$ cat config.mk
export PLATFORM = sky130hd
export DESIGN_NAME = formula_pipeline_flat
export DESIGN_NICKNAME = d
export VERILOG_FILES = /design/src/rtl/formula_pipeline_if.sv /design/src/rtl/formula_pipeline.sv /design/src/flat_wrapper.sv
export SDC_FILE = /design/constraint.sdc
export NUM_CORES = 1
export LEC_CHECK = 0
export ABC_AREA = 0
export CAP_MARGIN = 25
export CORE_MARGIN = 4
export CORE_UTILIZATION = 45
export CTS_BUF_LIST = sky130_fd_sc_hd__clkbuf_8
export DETAILED_ROUTE_END_ITERATION = 10
export PLACE_DENSITY = 0.76
export SYNTH_ARGS = -nofsm -noshare
export SYNTH_HDL_FRONTEND = slang
export SYNTH_SLANG_ARGS = --single-unit
$ cat constraint.sdc
create_clock -name clk -period 5.1 [get_ports clk]
set_clock_uncertainty 0.2 [all_clocks]
set_input_delay 0.51 -clock clk [delete_from_list [all_inputs] [get_ports clk]]
set_output_delay 0.51 -clock clk [all_outputs]
set_load 0.005 [all_outputs]
$ cat src/rtl/formula_pipeline_if.sv
// Streaming operand/result bundle for formula_pipeline.
// master = operand source and result consumer, slave = the datapath.
interface formula_pipeline_if #(
  parameter int width = 8
);
  localparam int width_out = 2 * width + 6;

  logic                        vld_in;
  logic signed [width-1:0]     a;
  logic signed [width-1:0]     b;
  logic signed [width-1:0]     c;
  logic signed [width-1:0]     d;
  logic                        vld_out;
  logic signed [width_out-1:0] q;

  modport master (
    output vld_in, a, b, c, d,
    input  vld_out, q
  );

  modport slave (
    input  vld_in, a, b, c, d,
    output vld_out, q
  );
endinterface

$ cat src/rtl/formula_pipeline.sv
// Three-stage signed pipeline computing q = 8*(a-b)*(c+d) + a*b at full precision.
// One operand set per clock, no backpressure; data stages only load behind a valid bit.
module formula_pipeline #(
  parameter int width = 8
) (
  input  logic              clk,
  input  logic              rst,
  formula_pipeline_if.slave io
);
  localparam int width_out = 2 * width + 6;
  localparam int dw        = width + 1;      // a-b, c+d
  localparam int pw        = 2 * width;      // a*b
  localparam int mw        = 2 * width + 2;  // (a-b)*(c+d)

  // Stage 1
  logic signed [dw-1:0]        diff_d, diff_q;
  logic signed [dw-1:0]        sum_d, sum_q;
  logic signed [pw-1:0]        pab1_d, pab1_q;
  logic                        v1_d, v1_q;
  // Stage 2
  logic signed [mw-1:0]        prod_d, prod_q;
  logic signed [pw-1:0]        pab2_d, pab2_q;
  logic                        v2_d, v2_q;
  // Stage 3
  logic signed [width_out-1:0] q_d, q_q;
  logic                        vld_d, vld_q;

  // NOTE: every signal is given its hold value before the enables, so no path leaves it unassigned and no latch is inferred.
  always_comb begin
    diff_d = diff_q;
    sum_d  = sum_q;
    pab1_d = pab1_q;
    prod_d = prod_q;
    pab2_d = pab2_q;
    q_d    = q_q;
    v1_d   = io.vld_in;
    v2_d   = v1_q;
    vld_d  = v2_q;

    // Size casts on signed operands sign-extend before each operation, keeping every step exact.
    if (io.vld_in) begin
      diff_d = dw'(io.a) - dw'(io.b);
      sum_d  = dw'(io.c) + dw'(io.d);
      pab1_d = pw'(io.a) * pw'(io.b);
    end
    if (v1_q) begin
      prod_d = mw'(diff_q) * mw'(sum_q);
      pab2_d = pab1_q;
    end
    if (v2_q) begin
      q_d = (width_out'(prod_q) <<< 3) + width_out'(pab2_q);
    end
  end

  // NOTE: state updates use non-blocking assignments so all stages advance together on the same edge.
  // NOTE: every register, data included, clears on reset so q reads 0 and never X before the first result.
  always_ff @(posedge clk or negedge rst) begin
    if (!rst) begin
      diff_q <= '0;
      sum_q  <= '0;
      pab1_q <= '0;
      v1_q   <= 1'b0;
      prod_q <= '0;
      pab2_q <= '0;
      v2_q   <= 1'b0;
      q_q    <= '0;
      vld_q  <= 1'b0;
    end else begin
      diff_q <= diff_d;
      sum_q  <= sum_d;
      pab1_q <= pab1_d;
      v1_q   <= v1_d;
      prod_q <= prod_d;
      pab2_q <= pab2_d;
      v2_q   <= v2_d;
      q_q    <= q_d;
      vld_q  <= vld_d;
    end
  end

  assign io.vld_out = vld_q;
  assign io.q       = q_q;
endmodule

$ cat src/flat_wrapper.sv
// flat-port wrapper written by rule: the top's interface ports become plain ports
module formula_pipeline_flat 
#(
  parameter int width = 8
)
  (clk, rst, io_vld_in, io_a, io_b, io_c, io_d, io_vld_out, io_q);
  formula_pipeline_if #(.width(width)) io_i ();
  input  logic clk;
  input  logic rst;
  input wire logic [$bits(io_i.vld_in)-1:0] io_vld_in;
  input wire logic [$bits(io_i.a)-1:0] io_a;
  input wire logic [$bits(io_i.b)-1:0] io_b;
  input wire logic [$bits(io_i.c)-1:0] io_c;
  input wire logic [$bits(io_i.d)-1:0] io_d;
  output wire logic [$bits(io_i.vld_out)-1:0] io_vld_out;
  output wire logic [$bits(io_i.q)-1:0] io_q;
  assign io_i.vld_in = io_vld_in;
  assign io_i.a = io_a;
  assign io_i.b = io_b;
  assign io_i.c = io_c;
  assign io_i.d = io_d;
  assign io_vld_out = io_i.vld_out;
  assign io_q = io_i.q;
  formula_pipeline #(.width(width)) u_core (.clk(clk), .rst(rst), .io(io_i));
endmodule
# == Word level (Yosys, flattened, before mapping) ==
# Index checks and enable logic that the tools add are counted.
# classes
addsub,3
multipliers,2
# op_table
cell,count
adder 21 x 16 -> 22 bit,1
multiplier 9 x 9 -> 18 bit,1
multiplier 8 x 8 -> 16 bit,1
adder 8 x 8 -> 9 bit,1
subtractor 8 x 8 -> 9 bit,1
# totals
regBits,93
in_bits,35
output_inout_bits,23
elab_cells,14

# == Logic depth before layout (Yosys ltp) ==
# logic_depth
ltp_word,1
depth_mapped,20
mapped_depth_nobuf,19

# == Worst setup path after synthesis ==
# OpenSTA, ideal clock, no wires.
# synth_path
path_kind,reg2reg
start,reg u_core.sum_q[0]
end,reg u_core.prod_q[16]
setup_time_ns,0.125
arrival_time_ns,4.683
path_slack_ns,0.093
stages_incl_launch_ff,17
n_path_buf,1
synth_period_minus_slack_ns,5.007
path_cell_list,dfrtp_1 clkbuf_1 nand2_1 inv_1 fa_1 inv_1 fa_1 fa_1 fa_1 inv_1 ha_1 ha_1 o21ai_0 nor2_1 a211oi_1 xnor2_1 mux2_2
# synth_via
elab_chain_len,1
# synth_lines
element,line,source
start: declaration,formula_pipeline.sv:17,"logic signed [dw-1:0] sum_d, sum_q;"
start signal: assignment,formula_pipeline.sv:70,sum_q <= sum_d;
multiplier 9 x 9 -> 18 bit,formula_pipeline.sv:47,prod_d = mw'(diff_q) * mw'(sum_q);
end signal: assignment,formula_pipeline.sv:73,prod_q <= prod_d;
end: declaration,formula_pipeline.sv:21,"logic signed [mw-1:0] prod_d, prod_q;"
# Every way passes these cells.
# A chain may end at the register's enable or synchronous reset.

# == Final worst setup path ==
# layout_path
start,reg u_core.sum_q[5]
end,reg u_core.prod_q[17]
# The elaborated chain is that of the path after synthesis.

==> impl_metrics.yaml <==
grt:
  busiest_layer: "met2"
  grt_util_met1_pct: 23.0
  antenna_found_initial: 0
  globalRouteMet2Util_pct: 28.6
  grt_pass1_vias: 7661
  grt_use_total_pct: 16.8
  grt_max_degree: 50
  grtUsageMet3_pct: 2.38
  grt_pass1_wl_um: 36200
  gr-total-overflow: 0
floorplan:
  io_pins: 58
  core_area_um2: 22600
  dieArea_um2: 25400
  die_w_um: 160
  die_y_um: 160
  initial_core_util_pct: 45.6
  fp-row-count: 55
worst_setup_path:
  worstPathCellList: "and2_1, fa_1, inv_1, fa_1, fa_1, fa_1, inv_1, ha_1, ha_1, or3_1, a211o_1, o22ai_1, xnor2_1, a21oi_1"
  worst-path-max-fanout: 7
  crit_slowest_cell: "fa_1"
  critPathKind: "register to register"
  reg2reg_slack_ns: 0.17
  timing.rr.end: "u_core.prod_q[17]"
  r2r_cells: 14
  max_stage_delay_ns: 0.58
  critPathArrivalTime_ns: 4.97
  critPathLaunchType: "register"
  critical_path.endpoint: "u_core.prod_q[17]"
  worstSetupEndpointType: "register"
  worstPathRequired_ns: 5.14
  cp-startpoint: "u_core.sum_q[5]"
  r2r-start: "u_core.sum_q[5]"
  crit_top_cell: "fa_1"
route:
  totalWireLength_um: 20600
  dr.pass1.iters: 4
  antenna_left: 0
  viasPerCell: 5.05
  route.vias.total: 7341
  wl_per_cell_um: 14.2
  drc: 0
  drtIter0Drc: 302
layout:
  area.growth.synth_to_final_pct: 15.9
  final_cell_mix: "inv_1 (185), fa_1 (126), ha_1 (104), nand2_1 (88), dfrtp_1 (88)"
  drive_above_1_share_pct: 14.6
  fin_nets: 1437
  seqCellArea_um2: 2330
  fillers: 1969
  post-route-util_pct: 52.9
  final_common_cell: "inv_1"
  num_antenna_cells: 0
  multi_input_area_um2: 7270
  design_area_um2: 12000
synth:
  synth.yosys.seq_area_share_pct: 22.5
  synth_edf_count: 0
  synth.distinct_cells: 51
  synthArstFlopShare_pct: 100
  syn-instance-count: 1056
  synth_area_per_cell_um2: 9.78
  synth-seq-cells: 93
  yosys_warnings: 0
  ys.flop_type: "dfrtp_1"
  syn-cell-area_um2: 10300
  syn_nets: 1328
cts:
  cts_buffer_depth: 2
  cts_tree: "yes"
  htreeDepth: 3
  clockRootBuffer: "clkbuf_8"
  cts_sinks: 93
  cts.clk_slew.worst_paths_ns: 0.09
  cts_buffers: 9
  insertion_delay_ns: 0.37
sta:
  hold_viol_final: 0
  setup_viol: 0
  finalMaxSlewViolations: 0
  rsz0062_at_grt: "false"
  min_period_ns: 4.93
  tightest_slew_ns: 0.913
  finalCritPeriodShare_pct: 96.7
  hold_ws_ns: 0.293
  max_freq_mhz: 203
  slew_headroom_pct: 39.1
outcome:
  status: "completed"
placed_design:
  dp_hpwl_um: 17700
  placed_area_um2: 11600
  portBuffers: 57
  gp_congestion: 0.879
flow_run:
  max_cap_viol_count: 0
hold_path:
  hp-class: "register to register"
routing by layer:
| metal | up-vias | share of wire [%] |
|---|---|---|
| li1 | 3613 | - |
| met2 | 128 | 47 |
| met4 | 0 | 1.0 |
| met5 | - | 0 |
| met1 | 3581 | 48 |
| met3 | 19 | 3.5 |
sequential cells by signal, summed over array words and instances (netlist names):
| name | cells |
|---|---|
| u_core.sum_q | 9 |
| u_core.pab1_q | 16 |
| u_core.pab2_q | 16 |
| u_core.diff_q | 9 |
| u_core.v2_q | 1 |
| u_core.io.q | 22 |
| u_core.io.vld_out | 1 |
| u_core.prod_q | 18 |
| u_core.v1_q | 1 |
metrics by stage:
step	cells	worst slack (ns)	setup TNS, ns
2_1_floorplan	1056	0.0926	0
4_1_cts	1451	0.0352	0
5_1_grt	1455	0.00136	0
3_5_place_dp	1434	-0.145	-0.361
6_report	1455	0.170	0
3_3_place_gp	1434	-0.0784	-0.106
cell type report:
class | instances | share of cell area [%]
flip-flops and latches | 93 | 19.5
multi-input cells | 745 | 60.7
inverters | 186 | 5.83
repair buffers | 130 | 9.37
clock inverters | 7 | 0.606
well taps | 285 | 2.98
clock buffers | 9 | 1.03
worst min-delay path by stage:
stage	startpoint	to	slack (ns)	cells past startpoint
after global routing	u_core.prod_q[9]	u_core.prod_q[9]	0.31	1
after global placement	u_core.prod_q[9]	u_core.prod_q[9]	0.27	1
after detailed placement	u_core.io.q[17]	u_core.io.q[17]	0.27	2
final	u_core.pab1_q[5]	u_core.pab1_q[5]	0.29	2
after floorplan	rst	u_core.diff_q[0]	0.01	0
after CTS	u_core.prod_q[9]	u_core.prod_q[9]	0.30	1
synthesized netlist by cell type, types with 5 or more instances:
master | number | area share [%]
nand2b_1 | 9 | 0.54
or3_1 | 6 | 0.36
fa_1 | 128 | 25
ha_1 | 109 | 13
a211oi_1 | 8 | 0.58
clkbuf_1 | 31 | 1.1
nor3_1 | 11 | 0.53
dfrtp_1 | 93 | 23
nor2b_1 | 21 | 1.3
nand3_1 | 5 | 0.24
o21a_1 | 14 | 1.0
nor2_1 | 46 | 1.7
a31oi_1 | 10 | 0.61
mux2_2 | 53 | 5.8
inv_1 | 186 | 6.8
nor3b_1 | 5 | 0.36
nand2_1 | 89 | 3.2
o21ai_0 | 36 | 1.7
a21o_1 | 8 | 0.58
o31ai_1 | 11 | 0.80
xnor2_1 | 35 | 3.0
a21oi_1 | 32 | 1.5
and2_1 | 56 | 3.4
xor2_1 | 10 | 0.85
logic make-up (layout without fill, tap and decap cells):
logic type               Yosys count  count (layout)  synth area share (%)
multiplexers                      54              54                  5.87
buffers and inverters            218             332                  7.92
XOR/XNOR                          45              45                  3.81
AO/OA/AOI/OAI                    151             151                  9.58
AND/OR/NAND/NOR                  258             258                  12.3
adder cells (fa/ha/maj)          237             237                  38.0
flip-flops                        93              93                  22.5
repair_timing:
action                                  in CTS  in global routing
buffers inserted                             0                  5
endpoints found under the setup margin       2                  6
hold endpoints to repair                    48                  0
hold buffers                                 1                  0
pin swaps                                    0                 17
gates resized for setup                      2                 22
worst max-delay path, delay by kind of cell, from the launching register on:
family | cells | cell delay [ns]
adder cells (fa/ha/maj) | 6 | 2.70
AND/OR/NAND/NOR | 2 | 0.56
AO/OA/AOI/OAI | 3 | 0.53
flip-flops | 1 | 0.47
buffers and inverters | 2 | 0.17
XOR/XNOR | 1 | 0.15
Power is not shown: default switching activity piles up to over one toggle a cycle in this logic, so the estimate is an artifact.
